<file path="src/rtl/spi_master_ctrl_pkg.sv">
// Shared constants, frame field widths and FSM encoding for the SPI master controller.
package spi_master_ctrl_pkg;

  localparam int MASTER_FRAME_WIDTH = 24;
  localparam int CMD_BITS           = 8;
  localparam int ADDR_BITS          = 8;
  localparam int PAYLOAD_BITS       = 8;
  localparam int DEFAULT_CLK_DIV    = 2;
  localparam int BIT_CNT_W          = 5;

  localparam logic [CMD_BITS-1:0] CMD_LED_SET = 8'h10;

  typedef enum logic [2:0] {
    ST_IDLE  = 3'd0,
    ST_SETUP = 3'd1,
    ST_XFER  = 3'd2,
    ST_HOLD  = 3'd3,
    ST_GAP   = 3'd4
  } state_t;

endpackage

</file>
<file path="src/rtl/spi_sclk_gen.sv">
// SCLK generator: half-period counter and mode-0 clock toggling, with one-cycle
// strobes marking the sysclk edge on which sclk rises or falls.
module spi_sclk_gen #(
  parameter int CLK_DIV = 2
) (
  input  logic sysclk,
  input  logic rst,
  input  logic run,
  output logic sclk,
  output logic rise_stb,
  output logic fall_stb
);

  localparam int CNT_W = (CLK_DIV > 1) ? $clog2(CLK_DIV) : 1;

  logic [CNT_W-1:0] half_cnt;
  logic             half_end;

  assign half_end = run && (half_cnt == CNT_W'(CLK_DIV - 1));
  assign rise_stb = half_end && !sclk;
  assign fall_stb = half_end && sclk;

  // NOTE: rst is synchronous here: it is only acted on at a rising sysclk edge,
  // so it appears in the body of the clocked block, not in the sensitivity list.
  always_ff @(posedge sysclk) begin
    if (rst || !run) begin
      // NOTE: clocked state is updated with non-blocking <= so every flop in the
      // design samples pre-edge values regardless of statement order.
      half_cnt <= '0;
      sclk     <= 1'b0;
    end else if (half_end) begin
      half_cnt <= '0;
      sclk     <= ~sclk;
    end else begin
      half_cnt <= half_cnt + 1'b1;
    end
  end

endmodule

</file>
<file path="src/rtl/spi_master_ctrl.sv">
// SPI mode-0 master: accepts one FRAME_W-bit frame per request, shifts it out
// MSB first while capturing miso, then enforces a cs-high gap before the next frame.
module spi_master_ctrl
  import spi_master_ctrl_pkg::*;
#(
  parameter int FRAME_W = MASTER_FRAME_WIDTH,
  parameter int CLK_DIV = DEFAULT_CLK_DIV,
  parameter int CS_IDLE = 4
) (
  input  logic               sysclk,
  input  logic               rst,
  input  logic               tx_enb,
  input  logic [FRAME_W-1:0] i_frame,
  input  logic               miso,
  output logic               cs,
  output logic               sclk,
  output logic               mosi,
  output logic               busy,
  output logic [FRAME_W-1:0] o_rx_frame,
  output logic               rx_dv
);

  localparam int PH_MAX = (CLK_DIV > CS_IDLE) ? CLK_DIV : CS_IDLE;
  localparam int PH_W   = $clog2(PH_MAX + 1);

  state_t               state, next_state;
  logic [PH_W-1:0]      ph_cnt;
  logic [BIT_CNT_W-1:0] bit_cnt;
  logic                 last_rise;
  logic [FRAME_W-1:0]   tx_sr, rx_sr;
  logic                 rise_stb, fall_stb;
  logic                 accept;
  logic                 hold_done;

  spi_sclk_gen #(.CLK_DIV(CLK_DIV)) u_sclk_gen (
    .sysclk   (sysclk),
    .rst      (rst),
    .run      (state == ST_XFER),
    .sclk     (sclk),
    .rise_stb (rise_stb),
    .fall_stb (fall_stb)
  );

  assign mosi = tx_sr[FRAME_W-1];

  always_ff @(posedge sysclk) begin
    if (rst) state <= ST_IDLE;
    else     state <= next_state;
  end

  always_comb begin
    // NOTE: every always_comb output is given a default first so that no path
    // through the case leaves it unassigned, which would infer a latch.
    next_state = state;
    accept     = 1'b0;
    hold_done  = 1'b0;
    case (state)
      ST_IDLE: begin
        accept = tx_enb;
        if (tx_enb) next_state = ST_SETUP;
      end
      ST_SETUP: if (ph_cnt == PH_W'(CLK_DIV - 1)) next_state = ST_XFER;
      // The falling edge after the final rise ends the frame instead of shifting.
      ST_XFER:  if (fall_stb && last_rise) next_state = ST_HOLD;
      ST_HOLD: begin
        hold_done = (ph_cnt == PH_W'(CLK_DIV - 1));
        if (hold_done) next_state = ST_GAP;
      end
      ST_GAP:   if (ph_cnt == PH_W'(CS_IDLE - 1)) next_state = ST_IDLE;
      default:  next_state = ST_IDLE;
    endcase
  end

  always_ff @(posedge sysclk) begin
    if (rst) begin
      ph_cnt     <= '0;
      bit_cnt    <= '0;
      last_rise  <= 1'b0;
      tx_sr      <= '0;
      rx_sr      <= '0;
      cs         <= 1'b1;
      busy       <= 1'b0;
      rx_dv      <= 1'b0;
      o_rx_frame <= '0;
    end else begin
      if (next_state != state || state == ST_IDLE || state == ST_XFER) ph_cnt <= '0;
      else                                                             ph_cnt <= ph_cnt + 1'b1;

      cs    <= !(next_state inside {ST_SETUP, ST_XFER, ST_HOLD});
      busy  <= (next_state != ST_IDLE);
      rx_dv <= 1'b0;

      if (accept) begin
        tx_sr     <= i_frame;
        rx_sr     <= '0;
        bit_cnt   <= '0;
        last_rise <= 1'b0;
      end

      if (state == ST_XFER) begin
        if (rise_stb) begin
          rx_sr <= {rx_sr[FRAME_W-2:0], miso};
          // Saturating count: the FRAME_W-th rise only arms the end-of-frame flag.
          if (bit_cnt == BIT_CNT_W'(FRAME_W - 1)) last_rise <= 1'b1;
          else                                    bit_cnt   <= bit_cnt + 1'b1;
        end
        if (fall_stb && !last_rise) tx_sr <= tx_sr << 1;
      end

      if (hold_done) begin
        o_rx_frame <= rx_sr;
        rx_dv      <= 1'b1;
        tx_sr      <= '0;
      end
    end
  end

endmodule

</file>
<file path="config.mk">
export PLATFORM = sky130hd
export DESIGN_NAME = spi_master_ctrl
export DESIGN_NICKNAME = d
export VERILOG_FILES = /design/src/rtl/spi_master_ctrl_pkg.sv /design/src/rtl/spi_sclk_gen.sv /design/src/rtl/spi_master_ctrl.sv
export SDC_FILE = /design/constraint.sdc
export NUM_CORES = 1
export LEC_CHECK = 0
export ABC_AREA = 1
export CAP_MARGIN = 25
export CORE_AREA = 10 10 124 81
export CTS_CLUSTER_DIAMETER = 120
export CTS_CLUSTER_SIZE = 12
export DETAILED_ROUTE_END_ITERATION = 12
export DIE_AREA = 0 0 134 91
export HOLD_SLACK_MARGIN = 0.05
export PLACE_DENSITY = 0.73
export REMOVE_ABC_BUFFERS = 1
export SLEW_MARGIN = 20
export SYNTH_ARGS = -nofsm -noshare
export SYNTH_HDL_FRONTEND = slang
export SYNTH_SLANG_ARGS = --single-unit
</file>
<file path="constraint.sdc">
create_clock -name sysclk -period 4 [get_ports sysclk]
set_clock_uncertainty 0.2 [all_clocks]
set_input_delay 1.2 -clock sysclk [delete_from_list [all_inputs] [get_ports sysclk]]
set_output_delay 1.2 -clock sysclk [all_outputs]
set_load 0.01 [all_outputs]
</file>
Word-level counts from Yosys, hierarchy flattened
Index checks and enable logic that the tools add are counted.
- register bits: 89
- word-level logic and storage cells: 68
- add/sub/neg operators: 3
- equality and inequality tests: 11
- mux-type cells: 23
- bitwise gates (word level): 1
- reduce and logical (&&, ||, !) cells: 18
- operator list (kind ; number):
    $mux W24 ; 6
    $mux W5 ; 4
    $eq A3 B2 Y1 const B ; 5
    $mux W3 ; 5
    $pmux W3 S5 ; 1
    $eq A3 B1 Y1 const B ; 3
    $mux W1 ; 7
    $reduce_bool A3 Y1 ; 2
    $reduce_or A2 Y1 ; 3
    $add A5 B1 Y5 const B ; 1
    $eq A5 B5 Y1 const B ; 1
    $logic_and A1 B1 Y1 ; 5
    $logic_not A1 Y1 ; 4
    $add A3 B1 Y3 const B ; 1
    $eq A3 B3 Y1 const B ; 1
    $logic_not A3 Y1 ; 1
    $logic_or A1 B1 Y1 ; 3
    $ne A3 B3 Y1 ; 1
    $add A1 B1 Y1 const B ; 1
    $not A1 Y1 ; 1

Logic depth before layout (Yosys ltp)
Gate-level depths: netlist of the first run.
- depth in word-level cells: 10
- gate-level depth with buffers: 10

Modules after synthesis
Synthesis of the first run repeated with hierarchy kept, for this count alone.
- cells, all modules: 575
- area total of the unflattened synthesis: 4075.2 um^2
- by module, submodules not included (module ; instances ; cells each ; area an instance (um^2) ; sequential area each (um^2)):
    spi_master_ctrl ; 1 ; 562 ; 3985.1 ; 1741.7
    spi_sclk_gen ; 1 ; 13 ; 90.1 ; 40.0

Least setup slack after synthesis of the first run
No wires, ideal clock.
- path type: input-to-reg
- from: input port tx_enb
- to: register tx_sr[10]
- data arrival time: 1.946 ns
- data required time: 3.687 ns
- path slack: 1.742 ns
- cell stages on the path: 10
- buffers on the path: 1
- cell sequence: inv_1 > nor2_2 > nand2_2 > buf_2 > nand2_1 > nand2_1 > inv_1 > nand2_1 > nand2_1 > nor2_1
- word-level cells in the longest chain between the ends: 4
- ends and longest elaborated chain (what ; line ; text):
    start, declared ; spi_master_ctrl.sv:12 ; input logic tx_enb,
    $mux W1 (*) ; spi_master_ctrl.sv:57 ; case (state)
    $mux W24 (*) ; spi_master_ctrl.sv:93 ; if (accept) begin
    $mux W24 ; spi_master_ctrl.sv:107 ; if (fall_stb && !last_rise) tx_sr <= tx_sr << 1;
    $mux W24 (*) ; spi_master_ctrl.sv:100 ; if (state == ST_XFER) begin
    end signal, assigned ; spi_master_ctrl.sv:94 ; tx_sr <= i_frame;
    end signal, assigned ; spi_master_ctrl.sv:107 ;
    end, declared ; spi_master_ctrl.sv:30 ; logic [FRAME_W-1:0] tx_sr, rx_sr;
Mark *: on every way between the ends. The rest lies on a longest branch, timed or not.
A chain may end at the register's enable or synchronous reset.

Worst setup path after layout of the first run
- from: input port tx_enb
- to: register rx_sr[22]
- word-level cells in the longest chain between the ends: 4
- ends and longest elaborated chain (what ; line ; text):
    $mux W1 (*) ; spi_master_ctrl.sv:57 ;
    $mux W24 (*) ; spi_master_ctrl.sv:93 ;
    $mux W24 ; spi_master_ctrl.sv:101 ; if (rise_stb) begin
    $mux W24 (*) ; spi_master_ctrl.sv:100 ;
    end signal, assigned ; spi_master_ctrl.sv:102 ; rx_sr <= {rx_sr[FRAME_W-2:0], miso};
    end, declared ; spi_master_ctrl.sv:30 ;
Marked as above.

==> results.md, run 1 <==
* Crit end category: register
* RePlAce Congestion at 0.798
* Inst Count DP at 701
* Critical Path Fanout Max at 35
* Slew Limit Fails at 0
* Avg WL per Cell at 12.2 um
* Io pins at 57
* Met3 global-route usage at 5.83%
* Final setup fails at 0
* Post-Synthesis Cells at 559
* Status: completed
* CTS Buffer Depth at 2
* CTS tree: done
* Max VDD drop at 270 uV
* Detailed Routing Iterations Pass 1 at 5
* # DRC at 0
* Syn Area/Cell at 6.80 um^2
* Aggregate global routing overflow at 0
* Rel. slew slack at 35.1%
* Die Y at 91 um
* Antenna Cells at 0
* Final Util at 61.1%
* Sequential fraction of the synthesis area at 46.9%
* Vias in the first global route at 3,182
* Most frequent cells in the layout: nand2_1, dfxtp_1, nor2_1, clkdlybuf4s50_1, nand3_1
* Met1 Track Usage GR at 19.2%
* Row count at 25
* Finished Cell Area at 4720 um^2
* Commonest non-fill, non-tap cell in the layout: nand2_1
* Total Power at 2.01 mW
* Grt peak-use layer: met2
* Number of buffers created by CTS at 9
* Via count at 3,423
* Met2 GRT Util at 22.3%
* Critical Path, Cell by Cell: clkdlybuf4s50_1, inv_1, nor2_2, nand2_2, buf_4, nand3_1, a21oi_1
* First-pass GRT wire length at 15,000 um
* Slowest stage delay, CP at 500 ps
* Worst Path Required at 4060 ps
* Clock transition at path regs at 60 ps
* Place WS at 822 ps
* Post-DRT Antenna Nets at 0
* HPWL after DPL at 5800 um
* I/O Buffers at 56
* Largest net degree at the start of global routing at 48
* Final hold viol count at 0
* # H-tree levels at 3
* Finished Layout Cells at 715
* Yosys reg bits at 89
* CP max-delay cell: nand2_2
* Core area at 7730 um^2
* Post-Syn Area at 3800 um^2
* Critical path class: in -> reg
* Via-per-instance ratio at 4.79
* Die width at 134 um
* Skew-Pair Late Insertion Delay at 340 ps
* Clock Sink Count at 89
* Final layout net count at 636
* Worst setup margin at 1160 ps
* Drt total wl at 8720 um
* Netlist cell types at 22
* R2R setup slack at 1800 ps
* Max Cap Violations at 0
* Initial core utilization at 49.2%
* Synth warn at 0
* RSZ-0062 raised after global routing: false
* Actual slew at the worst max-slew pin at 972 ps
* Min Tclk post-route at 2840 ps
* Die area at 12,200 um^2
* Global-route usage over all layers at 14.7%
* DRT iter0 DRCs at 330
* Hold-fix buffers, CTS at 0
* PD cells at 426 nW/um^2
* Antenna violations before repair at 0
* Placed inst area at 4390 um^2
* Fmax at 352 MHz
* Layout cell share with drive strength beyond 1 at 5.44%
* Crit start category: input port
* Sum Neg Setup Slack at 0 ps
* Layout area overhead at 24.2%
* Lkg Pwr at 2.22 nW
* Post-CTS Resized at 0
* Path type of the worst min-delay path: reg -> reg
* CTS root buffer: clkbuf_16
* Fillers at 716
* Number of setup buffers added after CTS at 0
* Fin crit share at 71.1%
* WP data arrival at 2910 ps
* Hold Worst Slack at 250 ps
-- power breakdown --
part	total [mW]	switching [mW]	internal, mW
Clock	0.937	0.333	0.604
Sequential	0.919	0.0119	0.907
Combinational	0.156	0.0906	0.0651
-- registers in the layout, indices dropped and copies added (netlist names) --
signal	count
o_rx_frame	24
rx_sr	24
tx_sr	24
bit_cnt	5
ph_cnt	3
state	3
busy	1
cs	1
last_rise	1
rx_dv	1
u_sclk_gen.half_cnt	1
u_sclk_gen.sclk	1
-- worst paths after layout --
check	end	from	cells after the start
min reg2reg	o_rx_frame[0]$_SDFFE_PP0P_	o_rx_frame[0]$_SDFFE_PP0P_	2
min	o_rx_frame[0]$_SDFFE_PP0P_	o_rx_frame[0]$_SDFFE_PP0P_	2
max reg2reg	rx_sr[22]$_SDFF_PP0_	state[0]$_SDFF_PP0_	6
max	rx_sr[22]$_SDFF_PP0_	tx_enb	7
-- kinds of logic (layout without fill, tap and decap cells) --
| kind of cell | after synthesis | after routing | synth area share [%] |
|---|---|---|---|
| AO/OA/AOI/OAI | 31 | 31 | 4.08 |
| flip-flops | 89 | 89 | 46.9 |
| adder cells (fa/ha/maj) | 4 | 4 | 1.32 |
| XOR/XNOR | 1 | 1 | 0.230 |
| AND/OR/NAND/NOR | 363 | 363 | 38.9 |
| buffers and inverters | 71 | 119 | 8.59 |
-- routing by layer --
layer  share of wire, %  wire length, um
met5                  0                0
met4               0.48               42
met3                5.1              449
met2                 44             3800
met1                 51             4430
-- critical path: cells and delay by family --
family          cells  cell delay, ps
simple gates        3             660
buf+inv             3             830
compound gates      1             190
-- cell type report --
type / count / area, um^2 / area share (%)
Clock buffer: 9 / 225 / 4.77
Clock inverter: 5 / 106 / 2.25
Inverter: 42 / 158 / 3.34
Multi-Input combinational cell: 399 / 1700 / 36.0
Sequential cell: 89 / 1780 / 37.7
Tap cell: 108 / 135 / 2.86
Timing Repair Buffer: 63 / 613 / 13.0
-- Yosys cell counts (all sizes together) --
| master | n | area, um^2 |
|---|---|---|
| dfxtp | 89 | 1780 |
| nand3 | 56 | 285 |
| inv | 42 | 158 |
| nor3 | 2 | 10.0 |
| clkbuf | 6 | 22.5 |
| buf | 23 | 146 |
| nand4 | 3 | 18.8 |
| ha | 4 | 50.1 |
| nand3b | 2 | 15.0 |
| and3 | 1 | 6.26 |
| o21ai | 2 | 10.0 |
| nor2 | 69 | 277 |
| nand2 | 230 | 868 |
| xnor2 | 1 | 8.76 |
| a21oi | 29 | 145 |
Note: power is estimated with default switching activity, not from simulation.
==> run 2: changes to the inputs <==
==> constraint.sdc (replaced) <==
create_clock -name sysclk -period 2.75 [get_ports sysclk]
set_clock_uncertainty 0.2 [all_clocks]
set_input_delay 0.825 -clock sysclk [delete_from_list [all_inputs] [get_ports sysclk]]
set_output_delay 0.825 -clock sysclk [all_outputs]
set_load 0.01 [all_outputs]
==> results.md, run 2 (synthesized netlist as in run 1, its figures left out) <==
* Final hold viol count at 0
* Layout cell share with drive strength beyond 1 at 6.05%
* I/O Buffers at 56
* Post-CTS Resized at 0
* Drt total wl at 9090 um
* Post-DRT Antenna Nets at 0
* Die width at 134 um
* Final setup fails at 0
* Clock Sink Count at 89
* Actual slew at the worst max-slew pin at 951 ps
* Critical path class: reg -> out
* Max VDD drop at 355 uV
* Core area at 7730 um^2
* Worst Path Required at 1730 ps
* Fin crit share at 88.4%
* Antenna Cells at 0
* Max Cap Violations at 0
* Global-route usage over all layers at 15.0%
* # H-tree levels at 3
* P_sw at 0.621 mW
* Logic gate share of total power at 8.5%
* # DRC at 0
* Detailed Routing Iterations Pass 1 at 5
* PD cells at 591 nW/um^2
* R2R setup slack at 770 ps
* Total Power at 2.79 mW
* CTS tree: done
* Finished Layout Cells at 720
* CP max-delay cell: clkdlybuf4s50_1
* Min Tclk post-route at 2430 ps
* Place WS at 306 ps
* Avg WL per Cell at 12.6 um
* Lkg Pwr at 2.23 nW
* Worst r2r path cells at 6
* Io pins at 57
* CTS Buffer Depth at 2
* Worst setup margin at 318 ps
* Biggest regs: o_rx_frame (24), rx_sr (24), tx_sr (24)
* Layout area overhead at 24.0%
* Final Util at 61.0%
* Initial core utilization at 49.2%
* Clock transition at path regs at 60 ps
* First-pass GRT wire length at 15,200 um
* Path type of the worst min-delay path: reg -> reg
* HPWL after DPL at 6150 um
* Most frequent cells in the layout: nand2_1, dfxtp_1, nor2_1, clkdlybuf4s50_1, nand3_1
* Die area at 12,200 um^2
* Status: completed
* Slowest stage delay, CP at 600 ps
* RePlAce Congestion at 0.787
* Critical Path, Cell by Cell: clkdlybuf4s50_1
* Reg2reg end: rx_sr[11]$_SDFF_PP0_
* Via-per-instance ratio at 4.86
* Number of setup buffers added after CTS at 0
* Crit-path leading delay family: buffers and inverters
* Hold Path Stages at 2
* Clock power share at 43.4%
* Critical Path Fanout Max at 6
* RSZ-0062 raised after global routing: false
* Slew Limit Fails at 0
* Fmax at 411 MHz
* Die Y at 91 um
* CTS root buffer: clkbuf_16
* WP data arrival at 1410 ps
* Rel. slew slack at 36.4%
* Inst Count DP at 705
* Crit end category: output port
* P_int at 2.17 mW
* Sequential share of power at 48.1%
* Aggregate global routing overflow at 0
* Crit start category: register
* Via count at 3,501
* Hold Crit Start: o_rx_frame[16]$_SDFFE_PP0P_
* Sum Neg Setup Slack at 0 ps
* Min-Delay Endpoint: o_rx_frame[16]$_SDFFE_PP0P_
* Switching portion of total power at 22.3%
* Commonest non-fill, non-tap cell in the layout: nand2_1
* Vias in the first global route at 3,191
* CP Buf/Inv Count at 1
* Fillers at 719
* Critical R2R Launch: state[0]$_SDFF_PP0_
* Row count at 25
* Hold-fix buffers, CTS at 0
* Number of buffers created by CTS at 9
* DRT iter0 DRCs at 296
* Largest net degree at the start of global routing at 48
* Antenna violations before repair at 0
* Final layout net count at 640
* Skew-Pair Late Insertion Delay at 340 ps
run 2: cell count changes in the layout (fill, tap and decap cells not counted), sizes merged:
cell,before,now
buf,7,11
clkinv,1,2
clkinvlp,1,0
bufinv,3,1
clkbuf,9,12
run 2: metal layers:
| layer | wire [um] | track usage (%) | up-vias | share of wire, % |
|---|---|---|---|---|
| met5 | 0 | 0 | - | 0 |
| met4 | 70 | 4.15 | 0 | 0.77 |
| met3 | 545 | 5.45 | 7 | 6.0 |
| met2 | 4070 | 22.6 | 89 | 45 |
| met1 | 4400 | 19.7 | 1585 | 48 |
| li1 | - | - | 1820 | - |
run 2: stage by stage:
step                      area [um^2]  hold WS [ps]
final                            4720           249
after global routing             4720           271
after CTS                        4720           253
after detailed placement         4420           240
after global placement           4420           234
after floorplan                  3630           220
run 2: worst register-to-register path, cell delays in order (launching register included):
cell and delay, ps:
dfxtp_1 450, inv_2 80, nand3_2 100, nor2_2 60, nand2_1 690, nand3_1 150
a21oi_1 180
run 2: worst max-delay path by stage:
stage,from,end,slack [ps],cells after the start
after floorplan,rst,tx_sr[0]$_SDFF_PP0_,-60,2
after global placement,tx_enb,tx_sr[20]$_SDFF_PP0_,330,10
after detailed placement,tx_enb,busy$_SDFF_PP0_,310,10
after CTS,u_sclk_gen.sclk$_SDFFE_PP0N_,sclk,300,1
after global routing,u_sclk_gen.sclk$_SDFFE_PP0N_,sclk,250,1
final,u_sclk_gen.sclk$_SDFFE_PP0N_,sclk,320,1
run 2: area by class of cell:
class,instances,area [um^2],area share (%)
inverter,42,158,3.34
tap,108,135,2.87
timing repair buffer,67,643,13.6
clock inverter,3,40.0,0.849
multi-input combinational,399,1700,36.1
clock buffer,12,256,5.44
sequential,89,1780,37.8
run 2: power groups by stage:
stage               logic (mW)  registers [mW]  clock network, mW
finish                   0.236            1.34               1.21
global placement         0.228            1.37                  0
floorplan                0.126            1.36                  0
global route             0.268            1.34               1.29
detailed placement       0.235            1.37                  0
CTS                      0.236            1.34               1.24
